--- src/rtl/mul_share_arbiter.sv ---
// Round-robin arbiter sharing one MultiplierUnit between two requesters.
// Sequences start/done pulses, holds each result for its owner, and flags a watchdog timeout.
module mul_share_arbiter #(
  parameter int unsigned parallelism = 32,
  parameter int unsigned TIMEOUT     = 128
) (
  input  logic                       clk,
  input  logic                       rst,
  input  logic [1:0]                 req_valid,
  output logic [1:0]                 req_ready,
  input  logic [1:0]                 req_usigned,
  input  logic [2*parallelism-1:0]   req_multiplier,
  input  logic [2*parallelism-1:0]   req_multiplicand,
  output logic [1:0]                 resp_valid,
  input  logic [1:0]                 resp_ready,
  output logic [2*parallelism-1:0]   resp_product,
  output logic                       resp_error,
  output logic                       mul_valid,
  output logic                       mul_usigned,
  output logic [parallelism-1:0]     mul_multiplier,
  output logic [parallelism-1:0]     mul_multiplicand,
  input  logic [2*parallelism-1:0]   mul_product,
  input  logic                       mul_res_ready
);

  localparam int unsigned P  = parallelism;
  localparam int unsigned CW = $clog2(TIMEOUT) + 1;

  typedef enum logic [1:0] {S_IDLE, S_ISSUE, S_WAIT, S_RESP} state_t;

  state_t           r_state, w_state_next;
  logic             r_rr_last, r_owner, r_usigned, r_error;
  logic [P-1:0]     r_mplier, r_mcand;
  logic [2*P-1:0]   r_product;
  logic [CW-1:0]    r_cnt, w_cnt_inc;
  logic             w_grant_id, w_accept, w_timeout, w_resp_hs;

  // Tie goes to the requester that was not served last.
  assign w_grant_id = (req_valid == 2'b11) ? ~r_rr_last : req_valid[1];
  assign w_accept   = (r_state == S_IDLE) && (req_valid != 2'b00);
  assign w_cnt_inc  = r_cnt + CW'(1);
  assign w_timeout  = (w_cnt_inc == CW'(TIMEOUT - 1));
  assign w_resp_hs  = (r_state == S_RESP) && resp_ready[r_owner];

  always_comb begin
    w_state_next = r_state;
    req_ready    = '0;
    resp_valid   = '0;
    mul_valid    = 1'b0;
    case (r_state)
      S_IDLE: begin
        if (w_accept) begin
          req_ready[w_grant_id] = 1'b1;
          w_state_next          = S_ISSUE;
        end
      end
      S_ISSUE: begin
        mul_valid    = 1'b1;
        w_state_next = S_WAIT;
      end
      S_WAIT: begin
        if (mul_res_ready || w_timeout) w_state_next = S_RESP;
      end
      S_RESP: begin
        resp_valid[r_owner] = 1'b1;
        if (w_resp_hs) w_state_next = S_IDLE;
      end
      default: w_state_next = S_IDLE;
    endcase
  end

  assign mul_usigned      = r_usigned;
  assign mul_multiplier   = r_mplier;
  assign mul_multiplicand = r_mcand;
  assign resp_product     = r_product;
  assign resp_error       = r_error;

  always_ff @(posedge clk) begin
    if (rst) begin
      r_state   <= S_IDLE;
      r_rr_last <= 1'b1;
      r_owner   <= 1'b0;
      r_usigned <= 1'b0;
      r_error   <= 1'b0;
      r_mplier  <= '0;
      r_mcand   <= '0;
      r_product <= '0;
      r_cnt     <= '0;
    end else begin
      r_state <= w_state_next;
      case (r_state)
        S_IDLE: begin
          if (w_accept) begin
            r_owner   <= w_grant_id;
            r_rr_last <= w_grant_id;
            r_usigned <= req_usigned[w_grant_id];
            r_mplier  <= w_grant_id ? req_multiplier[2*P-1:P]   : req_multiplier[P-1:0];
            r_mcand   <= w_grant_id ? req_multiplicand[2*P-1:P] : req_multiplicand[P-1:0];
          end
        end
        S_ISSUE: r_cnt <= '0;
        S_WAIT: begin
          r_cnt <= w_cnt_inc;
          // A done pulse in the timeout cycle still counts as normal completion.
          if (mul_res_ready) begin
            r_product <= mul_product;
            r_error   <= 1'b0;
          end else if (w_timeout) begin
            r_product <= '0;
            r_error   <= 1'b1;
          end
        end
        default: ;
      endcase
    end
  end

endmodule

--- config.mk ---
export PLATFORM = sky130hd
export DESIGN_NAME = mul_share_arbiter
export DESIGN_NICKNAME = d
export VERILOG_FILES = /design/src/rtl/mul_share_arbiter.sv
export SDC_FILE = /design/constraint.sdc
export NUM_CORES = 1
export LEC_CHECK = 0
export ABC_CLOCK_PERIOD_IN_PS = 1700
export CELL_PAD_IN_SITES_DETAIL_PLACEMENT = 0
export CELL_PAD_IN_SITES_GLOBAL_PLACEMENT = 1
export CORE_MARGIN = 2
export CORE_UTILIZATION = 30
export DETAILED_ROUTE_END_ITERATION = 12
export DONT_BUFFER_PORTS = 1
export GPL_TIMING_DRIVEN = 0
export HOLD_SLACK_MARGIN = 0.1
export PLACE_DENSITY = 0.6
export SYNTH_ARGS = -nofsm -noshare
export SYNTH_HDL_FRONTEND = slang
export SYNTH_SLANG_ARGS = --single-unit
--- constraint.sdc ---
create_clock -name clk -period 1.7 [get_ports clk]
set_input_delay 0.255 -clock clk [delete_from_list [all_inputs] [get_ports clk]]
set_output_delay 0.255 -clock clk [all_outputs]
set_load 0.01 [all_outputs]
==> results of run 1 <==
[kinds of logic after synthesis]
| family | count (synthesis) | share of synthesized area, % |
|---|---|---|
| and+or+nand+nor | 171 | 12.3 |
| DFF | 142 | 49.4 |
| muxes | 2 | 0.348 |
| buffers and inverters | 73 | 5.70 |
| AOI/OAI and AO/OA | 217 | 30.6 |
| adders and majority gates | 6 | 1.31 |
| xor gates and xnor gates | 2 | 0.305 |
[stage by stage]
stage / hold slack [ps] / cell area, sq um / std cells / TNS [ps] / utilization (%)
detailed placement: 425 / 6060 / 847 / -59010 / 32.3
floorplan: 415 / 5770 / 613 / -552 / -
global placement: 421 / 6060 / 847 / -50270 / 32.3
[cells in the mapped netlist]
| master | n |
|---|---|
| dfxtp_1 | 142 |
| nor2_1 | 77 |
| a21oi_1 | 75 |
| nand2_1 | 75 |
| a222oi_1 | 65 |
| a311oi_1 | 51 |
| clkbuf_1 | 48 |
| a311oi_2 | 13 |
| buf_1 | 7 |
| inv_1 | 7 |
| buf_6 | 6 |
| ha_1 | 6 |
| buf_2 | 4 |
| nor3_1 | 4 |
| o21ai_0 | 4 |
| nand3_1 | 3 |
| a31oi_1 | 2 |
| mux2i_1 | 2 |
| nand2b_1 | 2 |
| o21a_1 | 2 |
| xnor2_1 | 2 |
| a211o_1 | 1 |
| a22oi_1 | 1 |
| a41oi_1 | 1 |
| and2_1 | 1 |
| and3_1 | 1 |
| and3_2 | 1 |
| buf_4 | 1 |
| nand2_4 | 1 |
| nand3_2 | 1 |
| nand4_1 | 1 |
| nor2b_1 | 1 |
| nor3b_1 | 1 |
| nor4b_4 | 1 |
| o211ai_2 | 1 |
| o21ai_1 | 1 |
| or2_2 | 1 |
==> metrics.cfg, run 1 <==
[placement]
gp_congestion=0.844
portBuffers=0
place_hpwl_um=16100
pre_cts_slack_ps=-633

[floorplan]
rows=50
boundaryPins=336
die-width_um=142
die_h_um=142
start_util_pct=30.6

[logic_synthesis]
synthesis.nets=820
yosysWarnings=0
yosysSeqAreaShare_pct=49.4
synthesis.area_sq_mm=0.00575
synth_area_per_cell_sq_um=9.38
synth-seq-cells=142
netlist_instances=613
synth_cell_types=37
synth_top_area_share_pct=49.4
yosysTopAreaCell=dfxtp_1
synth_area_leaders=dfxtp_1 (49%), a222oi_1 (11%), a311oi_1 (7.8%), a21oi_1 (6.5%), nor2_1 (5.0%)

[outcome]
lastStage=4_1_cts
run_status=did not finish
tool.error=[ERROR RSZ-0060] Max buffer count reached.

[cts]
clock-root-buffer=clkbuf_16
h-tree-depth=4
clk_path_buf_depth=2
cts-buffers-inserted=17
clock-sinks=142
postCtsSetupRepairBufs=10
cts_resized=90
cts-hold-fix-buffers=179

==> inputs of run 2 (changes only) <==
==> config.mk (replaced) <==
export PLATFORM = sky130hd
export DESIGN_NAME = mul_share_arbiter
export DESIGN_NICKNAME = d
export VERILOG_FILES = /design/src/rtl/mul_share_arbiter.sv
export SDC_FILE = /design/constraint.sdc
export NUM_CORES = 1
export LEC_CHECK = 0
export ABC_CLOCK_PERIOD_IN_PS = 2210
export CORE_MARGIN = 2
export CORE_UTILIZATION = 20
export DETAILED_ROUTE_END_ITERATION = 12
export DONT_BUFFER_PORTS = 1
export GPL_TIMING_DRIVEN = 0
export PLACE_DENSITY_LB_ADDON = 0.15
export SYNTH_ARGS = -nofsm -noshare
export SYNTH_HDL_FRONTEND = slang
export SYNTH_SLANG_ARGS = --single-unit
==> constraint.sdc (replaced) <==
create_clock -name clk -period 2.21 [get_ports clk]
set_input_delay 0.3315 -clock clk [delete_from_list [all_inputs] [get_ports clk]]
set_output_delay 0.3315 -clock clk [all_outputs]
set_load 0.01 [all_outputs]
==> metrics.cfg, run 2 <==
[outcome]
run_status=finished, final reports clean  ; was did not finish

[floorplan]
dieArea_sq_mm=0.0301
die_h_um=174  ; was 142 um
start_util_pct=20.2  ; was 30.6%
boundaryPins=336  ; unchanged
rows=62  ; was 50
fp.coreArea_sq_mm=0.0285
die-width_um=174  ; was 142 um

[grt]
overflow=0
grt_use_met3_pct=7.28
grtUsageMet1_pct=14.9
grt_max_degree=20
antenna_found_initial=4
grt_pass1_wl_um=33100
met2_usage_pct=24.7
first_global_vias=5275
grt_util_all_layers_pct=14.4
busiest_layer=met2

[logic_synthesis]
synthXorXnorAreaFrac_pct=0.305  ; unchanged
netlist_instances=613  ; unchanged
synth_most_common_cell=dfxtp_1  ; unchanged
synth_edf_count=0  ; unchanged
synth_common_cells=dfxtp_1 (142), nor2_1 (77), a21oi_1 (75), nand2_1 (75), a222oi_1 (65)  ; unchanged
synth_top_family_by_area=compound AO/OA/AOI/OAI gates  ; unchanged
synth_top_area_share_pct=49.4  ; unchanged
synth_cell_types=37  ; unchanged
yosysWarnings=0  ; unchanged
yosysSeqAreaShare_pct=49.4  ; unchanged
synth.mux.area_fraction_pct=0.348  ; unchanged
synth-seq-cells=142  ; unchanged
synth_fa_ha_area_share_pct=1.31  ; unchanged
synthesis.area_sq_mm=0.00575  ; unchanged
synth_area_leaders=dfxtp_1 (49%), a222oi_1 (11%), a311oi_1 (7.8%), a21oi_1 (6.5%), nor2_1 (5.0%)  ; unchanged
synth_compound_area_share_pct=30.6  ; unchanged
yosysTopAreaCell=dfxtp_1  ; unchanged
synth_ff_type=dfxtp_1  ; unchanged
synthesis.nets=820  ; unchanged
synth-async-reset-ratio_pct=0  ; unchanged
yosys.area_share.simple_pct=12.3  ; unchanged
synth_area_per_cell_sq_um=9.38  ; unchanged

[job]
drv_cap=0

[drt]
vias_per_cell=5.14
drc=0
drt-wirelength-per-cell_um=21.9
wl_um=22600
final_antenna_net_count=0
firstDrtPassIters=7
vias=5288
drt_iter0_markers=413

[sta]
setup_viol=0
relSlewSlack_pct=51.9
fin_worst_skew_ps=14.1
fin_crit_ps=2060
hold_viol_final=0
max_freq_mhz=487
post-route-period-util_pct=93.0
rsz0062_at_grt=no
maxSlewViolCount=0
hold_slack_ps=61.9
tightest_slew_ps=722

[cts]
clk_pin_slew_ps=70
clock-sinks=142  ; unchanged
h-tree-depth=4  ; unchanged
clock-root-buffer=clkbuf_16  ; unchanged
cts_tree=built
clk_path_buf_depth=2  ; unchanged
cts-buffers-inserted=17  ; unchanged
cts-hold-fix-buffers=0  ; was 179
clock_latency_ps=430

[pwr]
power_w=0.00973
ir_drop_mv=0.463
power_density_mw_per_mm2=1390
power.leakage_nw=2.26

[final_layout]
syn_to_final_growth_pct=21.5
fill_cells=3124
largest_reg_flops=64
seq_area_sq_mm=0.00284
final_common_cell=dfxtp_1
fin_cells=1029
mostFrequentLayoutCells=dfxtp_1 (142), nor2_1 (76), nand2_1 (75), a21oi_1 (74), a222oi_1 (65)
multi_input_comb_area_sq_mm=0.00259
layout.nets=838
layout-drive-gt1-share_pct=13.1
final_area_sq_mm=0.00699

[placement]
place_hpwl_um=17200  ; was 16,100 um
place_inst=997  ; was 847
dpl_cell_area_sq_mm=0.00623  ; was 0.00606 sq mm
portBuffers=0  ; unchanged
gp_congestion=0.819  ; was 0.844

[critical_path]
cp-start-kind=flop
critPathArrivalTime_ps=2370
worstSetupPathType=flop to flop
cp-end-kind=flop
worstPathRequired_ps=2530
critPathMaxFanout=10

[min_path]
worstHoldPathType=input port to flop

-- run 2: report_power, final --
| part | total (W) | switching (W) | internal, W |
|---|---|---|---|
| clock network | 0.00347 | 0.00119 | 0.00229 |
| logic | 0.00267 | 0.00174 | 0.000928 |
| registers | 0.00359 | 0.000567 | 0.00302 |
| total | 0.00973 | 0.00349 | 0.00624 |
-- run 2: path summary, 6_finish.rpt --
check | start | to | slack [ps] | cells past startpoint
worst min-delay path | mul_product[62] | resp_product[62] | 60 | 2
worst max-delay path | r_cnt[0] | resp_product[17] | 150 | 7
worst min register to register | r_state[1] | r_state[1] | 530 | 2
worst max register to register | r_cnt[0] | resp_product[17] | 150 | 7
-- run 2: layer usage --
layer  share of wire [%]  vias to the layer above
li1                    -                     2414
met1                  37                     2539
met2                  49                      310
met3                  12                       25
met4                 1.9                        0
met5                   0                        -
-- run 2: cell type report --
cell class / instances / area share (%)
multi-input cells: 398 / 37.1
well taps: 384 / 6.88
diodes: 3 / 0.107
plain buffers: 65 / 4.92
flip-flops and latches: 142 / 40.7
inverters: 7 / 0.376
clock inverters: 10 / 3.37
clock buffers: 20 / 6.54
-- run 2: metrics by stage --
| step | util (%) | worst slack (ps) | setup TNS (ps) |
|---|---|---|---|
| after floorplan | - | 459 | 0 |
| after global placement | 21.9 | -268 | -5400 |
| after detailed placement | 21.9 | -352 | -13310 |
| after CTS | 24.4 | 20.1 | 0 |
| after global routing | 24.5 | 0.646 | 0 |
| final | 24.5 | 155 | 0 |
-- run 2: critical path: stages, from the launching register on --
cell      delay [ps]
dfxtp_1          420
ha_1             270
nand3_2          130
o21a_1           220
o211ai_2         260
nand2_4          180
buf_6            190
a311oi_1         280
-- run 2: cells by family after synthesis --
kind of cell	Yosys count
buffers and inverters	73
and+or+nand+nor	171
DFF	142
xor gates and xnor gates	2
AOI/OAI and AO/OA	217
muxes	2
adders and majority gates	6
-- run 2: repair_timing --
item                                    CTS  global route
endpoints found under the hold margin     0             0
pin swaps                                 0             1
buffers inserted                          0             0
endpoints found under the setup margin  100           102
resized for setup                        20            25
Note: power is estimated with default switching activity, not from simulation.
==> inputs of run 3 (changes only) <==
--- a/config.mk
+++ b/config.mk
@@ -6,10 +6,11 @@
 export NUM_CORES = 1
 export LEC_CHECK = 0
 export ABC_CLOCK_PERIOD_IN_PS = 2210
-export CORE_MARGIN = 2
-export CORE_UTILIZATION = 20
+export CORE_AREA = 2 2 131 133
 export DETAILED_ROUTE_END_ITERATION = 12
+export DIE_AREA = 0 0 133 135
 export DONT_BUFFER_PORTS = 1
+export GPL_ROUTABILITY_DRIVEN = 0
 export GPL_TIMING_DRIVEN = 0
 export PLACE_DENSITY_LB_ADDON = 0.15
 export SYNTH_ARGS = -nofsm -noshare
==> metrics.cfg, run 3 (synthesis gave the netlist of run 2 again) <==
[critical_path]
ff2ff_path_depth=9  ; was 7
critPathArrivalTime_ps=1730  ; was 2370 ps
crit_chain=inv_1 -> ha_1 -> nand2_1 -> a21oi_2 -> buf_2  ; was ha_1 -> nand3_2 -> o21a_1 -> o211ai_2 -> nand2_4 -> buf_6 -> a311oi_1
cpMaxStageDelayCell=dfxtp_1  ; unchanged
cpPeakStageDelay_ps=330  ; was 420 ps
r2r_start=r_state[0]  ; was r_cnt[0]
critPathMaxFanout=10  ; unchanged
cp-start-kind=flop  ; unchanged
worstPathRequired_ps=1880  ; was 2530 ps
reg2reg_slack_ps=200  ; was 150 ps
reg2reg_to=resp_product[11]  ; was resp_product[17]
worstSetupPathType=flop to primary output  ; was flop to flop
cp-end-kind=primary output  ; was flop

[drt]
drc=0  ; unchanged
final_antenna_net_count=0  ; unchanged
vias_per_cell=6.04  ; was 5.14
firstDrtPassIters=9  ; was 7
drt-wirelength-per-cell_um=23.3  ; was 21.9 um
wl_um=20100  ; was 22,600 um
drt_iter0_markers=539  ; was 413
vias=5215  ; was 5,288

[outcome]
run_status=finished, final reports clean  ; unchanged

[cts]
clk_pin_slew_ps=60  ; was 70 ps
cts-hold-fix-buffers=0  ; unchanged
clock_latency_ps=420  ; was 430 ps
postCtsSetupRepairBufs=0  ; unchanged
cts-buffers-inserted=17  ; unchanged
cts_resized=13  ; was 20
cts_tree=built  ; unchanged
clock-root-buffer=clkbuf_16  ; unchanged
clock-sinks=142  ; unchanged
clk_path_buf_depth=2  ; unchanged
h-tree-depth=4  ; unchanged

[sta]
post-route-period-util_pct=93.3  ; was 93.0%
fin_worst_skew_ps=12.9  ; was 14.1 ps
relSlewSlack_pct=53.3  ; was 51.9%
setup_viol=0  ; unchanged
max_freq_mhz=485  ; was 487 MHz
rsz0062_at_grt=no  ; unchanged
fin_crit_ps=2060  ; about the same
maxSlewViolCount=0  ; unchanged
hold_slack_ps=72.8  ; was 61.9 ps
hold_viol_final=0  ; unchanged
tightest_slew_ps=701  ; was 722 ps

[grt]
met2_usage_pct=37.4  ; was 24.7%
antenna_found_initial=0  ; was 4
overflow=0  ; unchanged
grt_util_all_layers_pct=21.2  ; was 14.4%
first_global_vias=4949  ; was 5,275
grt_max_degree=20  ; unchanged
grt_use_met3_pct=8.90  ; was 7.28%
busiest_layer=met2  ; unchanged
grtUsageMet1_pct=22.6  ; was 14.9%
grt_pass1_wl_um=29200  ; was 33,100 um

[final_layout]
num_antenna_cells=0  ; was 3
fill_cells=1644  ; was 3,124
largest_reg_flops=64  ; unchanged
final_common_cell=dfxtp_1  ; unchanged
mostFrequentLayoutCells=dfxtp_1 (142), nor2_1 (76), nand2_1 (75), a21oi_1 (74), a222oi_1 (65)  ; unchanged
syn_to_final_growth_pct=15.3  ; was 21.5%
layout.nets=838  ; unchanged
layout-drive-gt1-share_pct=12.9  ; was 13.1%

[floorplan]
start_util_pct=35.0  ; was 20.2%
die_h_um=135  ; was 174 um
dieArea_sq_mm=0.0180  ; was 0.0301 sq mm
boundaryPins=336  ; unchanged
fp.coreArea_sq_mm=0.0164  ; was 0.0285 sq mm
die-width_um=133  ; was 174 um
rows=47  ; was 62

[placement]
portBuffers=0  ; unchanged
place_hpwl_um=15300  ; was 17,200 um

[min_path]
worstHoldPathType=input port to flop  ; unchanged
hold_depth=2  ; unchanged
holdPathEnd=resp_product[60]  ; was resp_product[62]
hp-start=mul_product[60]  ; was mul_product[62]

[pwr]
power_w=0.00895  ; was 0.00973 W
power.leakage_nw=2.19  ; was 2.26 nW
power_density_mw_per_mm2=1350  ; was 1390 mW/mm^2
ir_drop_mv=0.505  ; was 0.463 mV

[job]
drv_cap=0  ; unchanged

[run 3: cell types whose count changed in the layout (fill, tap and decap cells not counted), moves of 2 or more]
cell,change
clkbuf_2,+3
clkinv_4,-2
buf_4,-2
bufinv_16,-6
diode_2,-3
clkinv_2,+3
clkbuf_1,+2
inv_6,+5
clkbuf_4,-3
[run 3: per-layer routing]
metal	vias up	wire length, um
met4	0	403
li1	2410	-
met2	278	10200
met5	-	0
met1	2499	7320
met3	28	2210
[run 3: worst max-delay path, delay by kind of cell (launching register included)]
family	cells	cell delay, ps
buffers and inverters	2	400
flip-flops	1	330
AO/OA/AOI/OAI	1	250
adder cells (fa/ha/maj)	1	240
AND/OR/NAND/NOR	1	90
[run 3: worst max path at each step]
stage                    start                   to  slack, ps  cells after the start
CTS                 r_state[0]     resp_product[21]         -9                      9
global placement    r_state[1]  mul_multiplicand[7]       -190                      8
finish              r_state[0]         req_ready[1]        150                      5
global route        r_state[0]     resp_product[17]        0.5                      9
floorplan           r_state[0]     resp_product[44]        460                      9
detailed placement  r_state[1]  mul_multiplicand[7]       -260                      8
[run 3: power by group]
group	leakage, nW	switching, W	internal, W
Sequential	1.16	0.000564	0.00302
Combinational	0.754	0.00167	0.000906
Clock	0.281	0.00113	0.00165
[run 3: metrics by stage]
step | std cells | instance area [sq um] | setup WS (ps) | setup TNS (ps) | utilization, %
final | 864 | 6630 | 149 | 0 | 40.4
after global routing | 864 | 6630 | 0.480 | 0 | 40.4
after CTS | 864 | 6620 | -8.77 | -22.2 | 40.3
after detailed placement | 833 | 6030 | -258 | -3180 | 36.7
after global placement | 833 | 6030 | -192 | -1910 | 36.7
after floorplan | 613 | 5750 | 459 | 0 | -
[run 3: final cells by class]
| cell class | instances | area (sq um) | area share (%) |
|---|---|---|---|
| clock inverter | 11 | 104 | 1.57 |
| buffer | 65 | 328 | 4.94 |
| inverter | 7 | 26.3 | 0.396 |
| multi-input combinational | 398 | 2590 | 39.0 |
| clock buffer | 21 | 470 | 7.09 |
| tap | 220 | 275 | 4.15 |
| sequential | 142 | 2840 | 42.9 |
